===== config.mk =====
export PLATFORM = sky130hd
export DESIGN_NAME = fir_out_err_gen
export DESIGN_NICKNAME = d
export VERILOG_FILES = /design/src/rtl/saf_fixp_pkg.sv /design/src/rtl/round_sat_shift.sv /design/src/rtl/fir_out_err_gen.sv
export SDC_FILE = /design/constraint.sdc
export NUM_CORES = 2
export LEC_CHECK = 0
export BUFFER_PORTS_ARGS = -buffer_cell sky130_fd_sc_hd__buf_2
export CELL_PAD_IN_SITES_DETAIL_PLACEMENT = 2
export CELL_PAD_IN_SITES_GLOBAL_PLACEMENT = 2
export CORE_MARGIN = 4
export CORE_UTILIZATION = 35
export DETAILED_ROUTE_END_ITERATION = 10
export GPL_TIMING_DRIVEN = 0
export PLACE_DENSITY = 0.73
export SETUP_SLACK_MARGIN = 0.2
export SLEW_MARGIN = 40
export SYNTH_ARGS = -nofsm -noshare
export SYNTH_HDL_FRONTEND = slang
export SYNTH_SLANG_ARGS = --single-unit

===== constraint.sdc =====
create_clock -name clk -period 20.7 [get_ports clk]
set_input_delay 3.105 -clock clk [delete_from_list [all_inputs] [get_ports clk]]
set_output_delay 3.105 -clock clk [all_outputs]
set_load 0.03 [all_outputs]

===== src/rtl/saf_fixp_pkg.sv =====
// Fixed-point helpers shared by the adaptive-filter weight-update and output/error paths.
package saf_fixp_pkg;

    typedef enum logic [2:0] {IDLE, RD, LAST, ERR, MU, DONE} state_e;

    localparam int FIXP_W  = 64;
    localparam int FIXP_QP = 12;

    typedef logic signed [FIXP_W-1:0] fixw_t;

    localparam fixw_t ROUND_HALF = fixw_t'(1) <<< (FIXP_QP - 1);

    // Round-half-up then arithmetic shift; the half-LSB constant is rescaled for other QP values.
    function automatic fixw_t round_shr(input fixw_t v, input int qp);
        fixw_t half;
        if (qp >= FIXP_QP)
            half = ROUND_HALF <<< (qp - FIXP_QP);
        else
            half = ROUND_HALF >>> (FIXP_QP - qp);
        return (v + half) >>> qp;
    endfunction

    function automatic fixw_t sat_to(input fixw_t v, input int w);
        fixw_t hi;
        fixw_t lo;
        hi = (fixw_t'(1) <<< (w - 1)) - fixw_t'(1);
        lo = -(fixw_t'(1) <<< (w - 1));
        if (v > hi)
            return hi;
        if (v < lo)
            return lo;
        return v;
    endfunction

endpackage


===== src/rtl/round_sat_shift.sv =====
// Combinational round-half-up, arithmetic right shift by QP and saturation to WIDTH bits.
module round_sat_shift #(
    parameter int IN_W  = 32,
    parameter int WIDTH = 16,
    parameter int QP    = 12
) (
    input  logic signed [IN_W-1:0]  din_i,
    output logic signed [WIDTH-1:0] dout_o
);
    import saf_fixp_pkg::*;

    fixw_t ext_w;

    always_comb begin
        ext_w  = fixw_t'(din_i);
        dout_o = WIDTH'(sat_to(round_shr(ext_w, QP), WIDTH));
    end

endmodule


===== src/rtl/fir_out_err_gen.sv =====
// Serial FIR output y = sum w_i*x(n-i), error e = d - y and step-scaled error round(mu*e).
module fir_out_err_gen #(
    parameter int WIDTH = 16,
    parameter int QP    = 12,
    parameter int TAPS  = 8,
    parameter int AW    = $clog2(TAPS),
    parameter int ACC_W = 2*WIDTH + $clog2(TAPS)
) (
    input  logic                    clk,
    input  logic                    reset,
    input  logic                    start,
    input  logic signed [WIDTH-1:0] x_in,
    input  logic signed [WIDTH-1:0] d_in,
    input  logic signed [WIDTH-1:0] mu,
    output logic                    w_rd_en,
    output logic [AW-1:0]           w_addr,
    input  logic signed [WIDTH-1:0] w_data,
    output logic                    busy,
    output logic                    out_valid,
    output logic signed [WIDTH-1:0] y_out,
    output logic signed [WIDTH-1:0] e_out,
    output logic signed [WIDTH-1:0] mu_error
);
    import saf_fixp_pkg::*;

    state_e                  state_q, state_d;
    logic [AW-1:0]           idx_q;
    logic signed [WIDTH-1:0] x_q [TAPS];
    logic signed [WIDTH-1:0] d_q, mu_q;
    logic signed [ACC_W-1:0] acc_q;
    logic signed [WIDTH-1:0] y_q, e_q, mue_q;

    logic                      accept;
    logic [AW-1:0]             mac_sel;
    logic signed [2*WIDTH-1:0] mac_prod, mu_prod;
    logic signed [WIDTH:0]     e_wide;
    logic signed [WIDTH-1:0]   y_rnd, e_sat, mue_rnd;

    assign accept = (state_q == IDLE) && start;

    always_ff @(posedge clk) begin
        if (reset)
            state_q <= IDLE;
        else
            state_q <= state_d;
    end

    always_comb begin
        state_d = state_q;
        case (state_q)
            IDLE:    if (start) state_d = RD;
            RD:      if (idx_q == AW'(TAPS - 1)) state_d = LAST;
            LAST:    state_d = ERR;
            ERR:     state_d = MU;
            MU:      state_d = DONE;
            DONE:    state_d = IDLE;
            default: state_d = IDLE;
        endcase
    end

    always_comb begin
        w_rd_en   = (state_q == RD);
        w_addr    = (state_q == RD) ? idx_q : '0;
        busy      = (state_q != IDLE);
        out_valid = (state_q == DONE);
    end

    // Weight read in cycle t returns in t+1, so the tap multiplied lags the address by one.
    always_comb begin
        mac_sel  = (state_q == LAST) ? AW'(TAPS - 1) : idx_q - AW'(1);
        mac_prod = w_data * x_q[mac_sel];
        mu_prod  = mu_q * e_q;
        e_wide   = {d_q[WIDTH-1], d_q} - {y_rnd[WIDTH-1], y_rnd};
        e_sat    = WIDTH'(sat_to(fixw_t'(e_wide), WIDTH));
    end

    round_sat_shift #(.IN_W(ACC_W), .WIDTH(WIDTH), .QP(QP)) u_y_rnd (
        .din_i  (acc_q),
        .dout_o (y_rnd)
    );

    round_sat_shift #(.IN_W(2*WIDTH), .WIDTH(WIDTH), .QP(QP)) u_mu_rnd (
        .din_i  (mu_prod),
        .dout_o (mue_rnd)
    );

    always_ff @(posedge clk) begin
        if (reset) begin
            for (int k = 0; k < TAPS; k++)
                x_q[k] <= '0;
            d_q   <= '0;
            mu_q  <= '0;
            acc_q <= '0;
            idx_q <= '0;
            y_q   <= '0;
            e_q   <= '0;
            mue_q <= '0;
        end else begin
            if (accept) begin
                x_q[0] <= x_in;
                for (int k = 1; k < TAPS; k++)
                    x_q[k] <= x_q[k-1];
                d_q   <= d_in;
                mu_q  <= mu;
                acc_q <= '0;
                idx_q <= '0;
            end
            if (state_q == RD) begin
                idx_q <= idx_q + AW'(1);
                if (idx_q != '0)
                    acc_q <= acc_q + ACC_W'(mac_prod);
            end
            if (state_q == LAST)
                acc_q <= acc_q + ACC_W'(mac_prod);
            if (state_q == ERR) begin
                y_q <= y_rnd;
                e_q <= e_sat;
            end
            if (state_q == MU)
                mue_q <= mue_rnd;
        end
    end

    assign y_out    = y_q;
    assign e_out    = e_q;
    assign mu_error = mue_q;

endmodule


==> impl_metrics.yaml <==
sta:
  drv_slew: 0
  post-route-period-util: 0.539
  rsz0062_at_grt: "false"
  worst_pin_slew_ns: 0.863
  min_period_ns: 11.16
  fmax_mhz: 89.6
  setup_tns_ns: 0
  setup_violations: 0
  slew-limit-headroom: 0.423
  skew_ns: 0.0595
  setup_ws_ns: 9.54
  finalHoldViolations: 0
synth:
  ys_warn_count: 0
  synth_edf_count: 128
  synth-seq-area-share: 0.191
  synth_top_family_by_area: "adder cells"
  synth_compound_area_frac: 0.0801
  syn_inst: 3399
  synth_area_leaders: "fa_1, edfxtp_1, inv_1"
  synth_fp_nets: 4247
  synth_ff_type: "edfxtp_1"
  syn_avg_cell_area_um2: 9.66
  synth_area_um2: 32800
  synth.ff_latch_count: 249
  synth_commonest_cells: "inv_1, fa_1, nand2_1"
  synth.most_common_cell: "inv_1"
  synthArstFlopShare: 0
  synth_xor_area_frac: 0.0213
  synth.distinct_cells: 92
  yosys.area.top_type_share: 0.352
  synth-simple-area-share: 0.164
  synth_top_area_cell: "fa_1"
  synthAdderAreaFrac: 0.434
  synthMuxAreaShare: 0.0120
drt:
  wire_per_inst_um: 23.0
  drc: 0
  drt-initial-drc-count: 1171
  wirelength_um: 111000
  vias_per_cell: 5.02
  dr.pass1.iters: 5
  vias: 24230
  ant_nets: 0
setup_path:
  critPathCaptureType: "flip-flop"
  worst-endpoint-arrival_ns: 11.64
  crit_required_ns: 21.18
  worst-path-max-fanout: 11
  critPathSlowestCell: "fa_1"
  critPathMaxStageDelay_ns: 0.64
  crit_type: "reg2reg"
  cp-start-kind: "flip-flop"
  cp_common_cell: "fa_1"
cells_and_area:
  n_antenna_cell: 0
  nNetsFinal: 4403
  drive_gt1_frac: 0.0767
  fillCellCount: 10203
  syn_to_final_growth_pct: 9.74
clock_tree:
  insertion_delay_ns: 0.64
  cts_setup_buffers: 0
  cts_resized: 0
  clockBufferDepth: 3
  cts.sinks: 249
  htreeDepth: 1
  clkTransAtPathRegs_ns: 0.06
  ctsRootBufferMaster: "clkbuf_16"
  cts_hold_buf: 0
  numCtsBuffers: 30
  tritoncts: "built"
floorplanning:
  die-height_um: 314
  dieArea_um2: 98800
  initial_utilization: 0.352
  fp-row-count: 112
  coreArea_um2: 93200
  ios: 121
  dieWidth_um: 314
outcome:
  status: "finished clean"
flow_run:
  maxCapViolCount: 0
global_route:
  grt_pass1_vias: 28545
  grt_max_degree: 39
  grt_usage: 0.230
  gr-total-overflow: 0
  grt_pass1_wl_um: 174000
  antenna_found_initial: 4
placed_design:
  place_ws_ns: 9.59
  hpwlAfterDp_um: 92500
  portBuffers: 120
  place_congestion: 0.851
hold_path:
  hp-class: "reg2reg"
[cell type report]
type                    count  area, um2  share of cell area
flip-flops and latches    249       6270               0.174
inverters                 683       2560              0.0711
well taps                1254       1570              0.0435
clock buffers              36        773              0.0215
clock inverters            12        143             0.00396
plain buffers             149        641              0.0178
multi-input cells        2318      23400               0.650
repair buffers            124        668              0.0185
[cells by family (layout without fill, tap and decap cells)]
logic type | count (synthesis) | in the layout
simple gates | 1054 | 1054
buf+inv | 832 | 1004
fa+ha+maj | 796 | 796
compound gates | 370 | 370
flops | 249 | 249
xor+xnor | 79 | 79
mux | 19 | 19
[final timing paths]
path | startpoint | end | slack (ns) | cells after the start
min | d_q[8] | d_q[8] | 0.47 | 2
max | idx_q[0] | acc_q[32] | 9.54 | 31
max reg2reg | idx_q[0] | acc_q[32] | 9.54 | 31
min reg2reg | d_q[8] | d_q[8] | 0.47 | 2
[layout by cell type (no fill, tap or decap), types with 24 or more instances in the layout]
| master | synthesis | final |
|---|---|---|
| a21oi_1 | 109 | 102 |
| dfxtp_1 | 121 | 121 |
| buf_2 | 11 | 131 |
| nand2b_1 | 25 | 24 |
| and2_1 | 259 | 259 |
| ha_1 | 203 | 203 |
| fa_1 | 578 | 577 |
| xnor2_1 | 53 | 53 |
| nand3_1 | 42 | 42 |
| inv_1 | 682 | 682 |
| o21a_1 | 35 | 35 |
| xor2_1 | 25 | 25 |
| nor2b_1 | 129 | 129 |
| clkbuf_16 | 0 | 30 |
| edfxtp_1 | 128 | 128 |
| a211oi_1 | 52 | 52 |
| o21ai_0 | 26 | 26 |
| nand2_1 | 356 | 356 |
| clkbuf_1 | 120 | 124 |
| nor2_1 | 152 | 152 |
| a21o_1 | 29 | 29 |
[routing by layer]
| layer | routed length, um | vias up | GRT usage |
|---|---|---|---|
| met5 | 13 | - | 0 |
| met3 | 4720 | 150 | 0.0323 |
| met1 | 48700 | 12810 | 0.303 |
| met4 | 3540 | 2 | 0.0587 |
| li1 | - | 10820 | - |
| met2 | 54100 | 448 | 0.398 |
[state kept, by name, summed over array words and instances (netlist names)]
signal    flops
y_out        16
mu_error     16
mu_q         16
e_out        16
idx_q         3
x_q         128
d_q          16
state_q       3
acc_q        35
[through the flow]
stage / cells / area (um2) / utilization / hold WS (ns)
2_1_floorplan: 3399 / 32800 / - / 0.436
3_3_place_gp: 4773 / 35000 / 0.376 / 0.445
3_5_place_dp: 4777 / 35100 / 0.377 / 0.463
4_1_cts: 4825 / 36000 / 0.387 / 0.471
5_1_grt: 4825 / 36000 / 0.387 / 0.497
6_report: 4825 / 36000 / 0.387 / 0.471
[worst max-delay path, delay by kind of cell (launching register included)]
family,cells,cell delay [ns]
compound gates,10,2.97
buf+inv,9,3.07
simple gates,3,0.45
fa+ha+maj,8,4.01
flops,1,0.35
xor+xnor,1,0.16
Power is left out: the tool's default activity adds up to more than one toggle a clock period on the data nets, which glitch-free logic cannot reach.
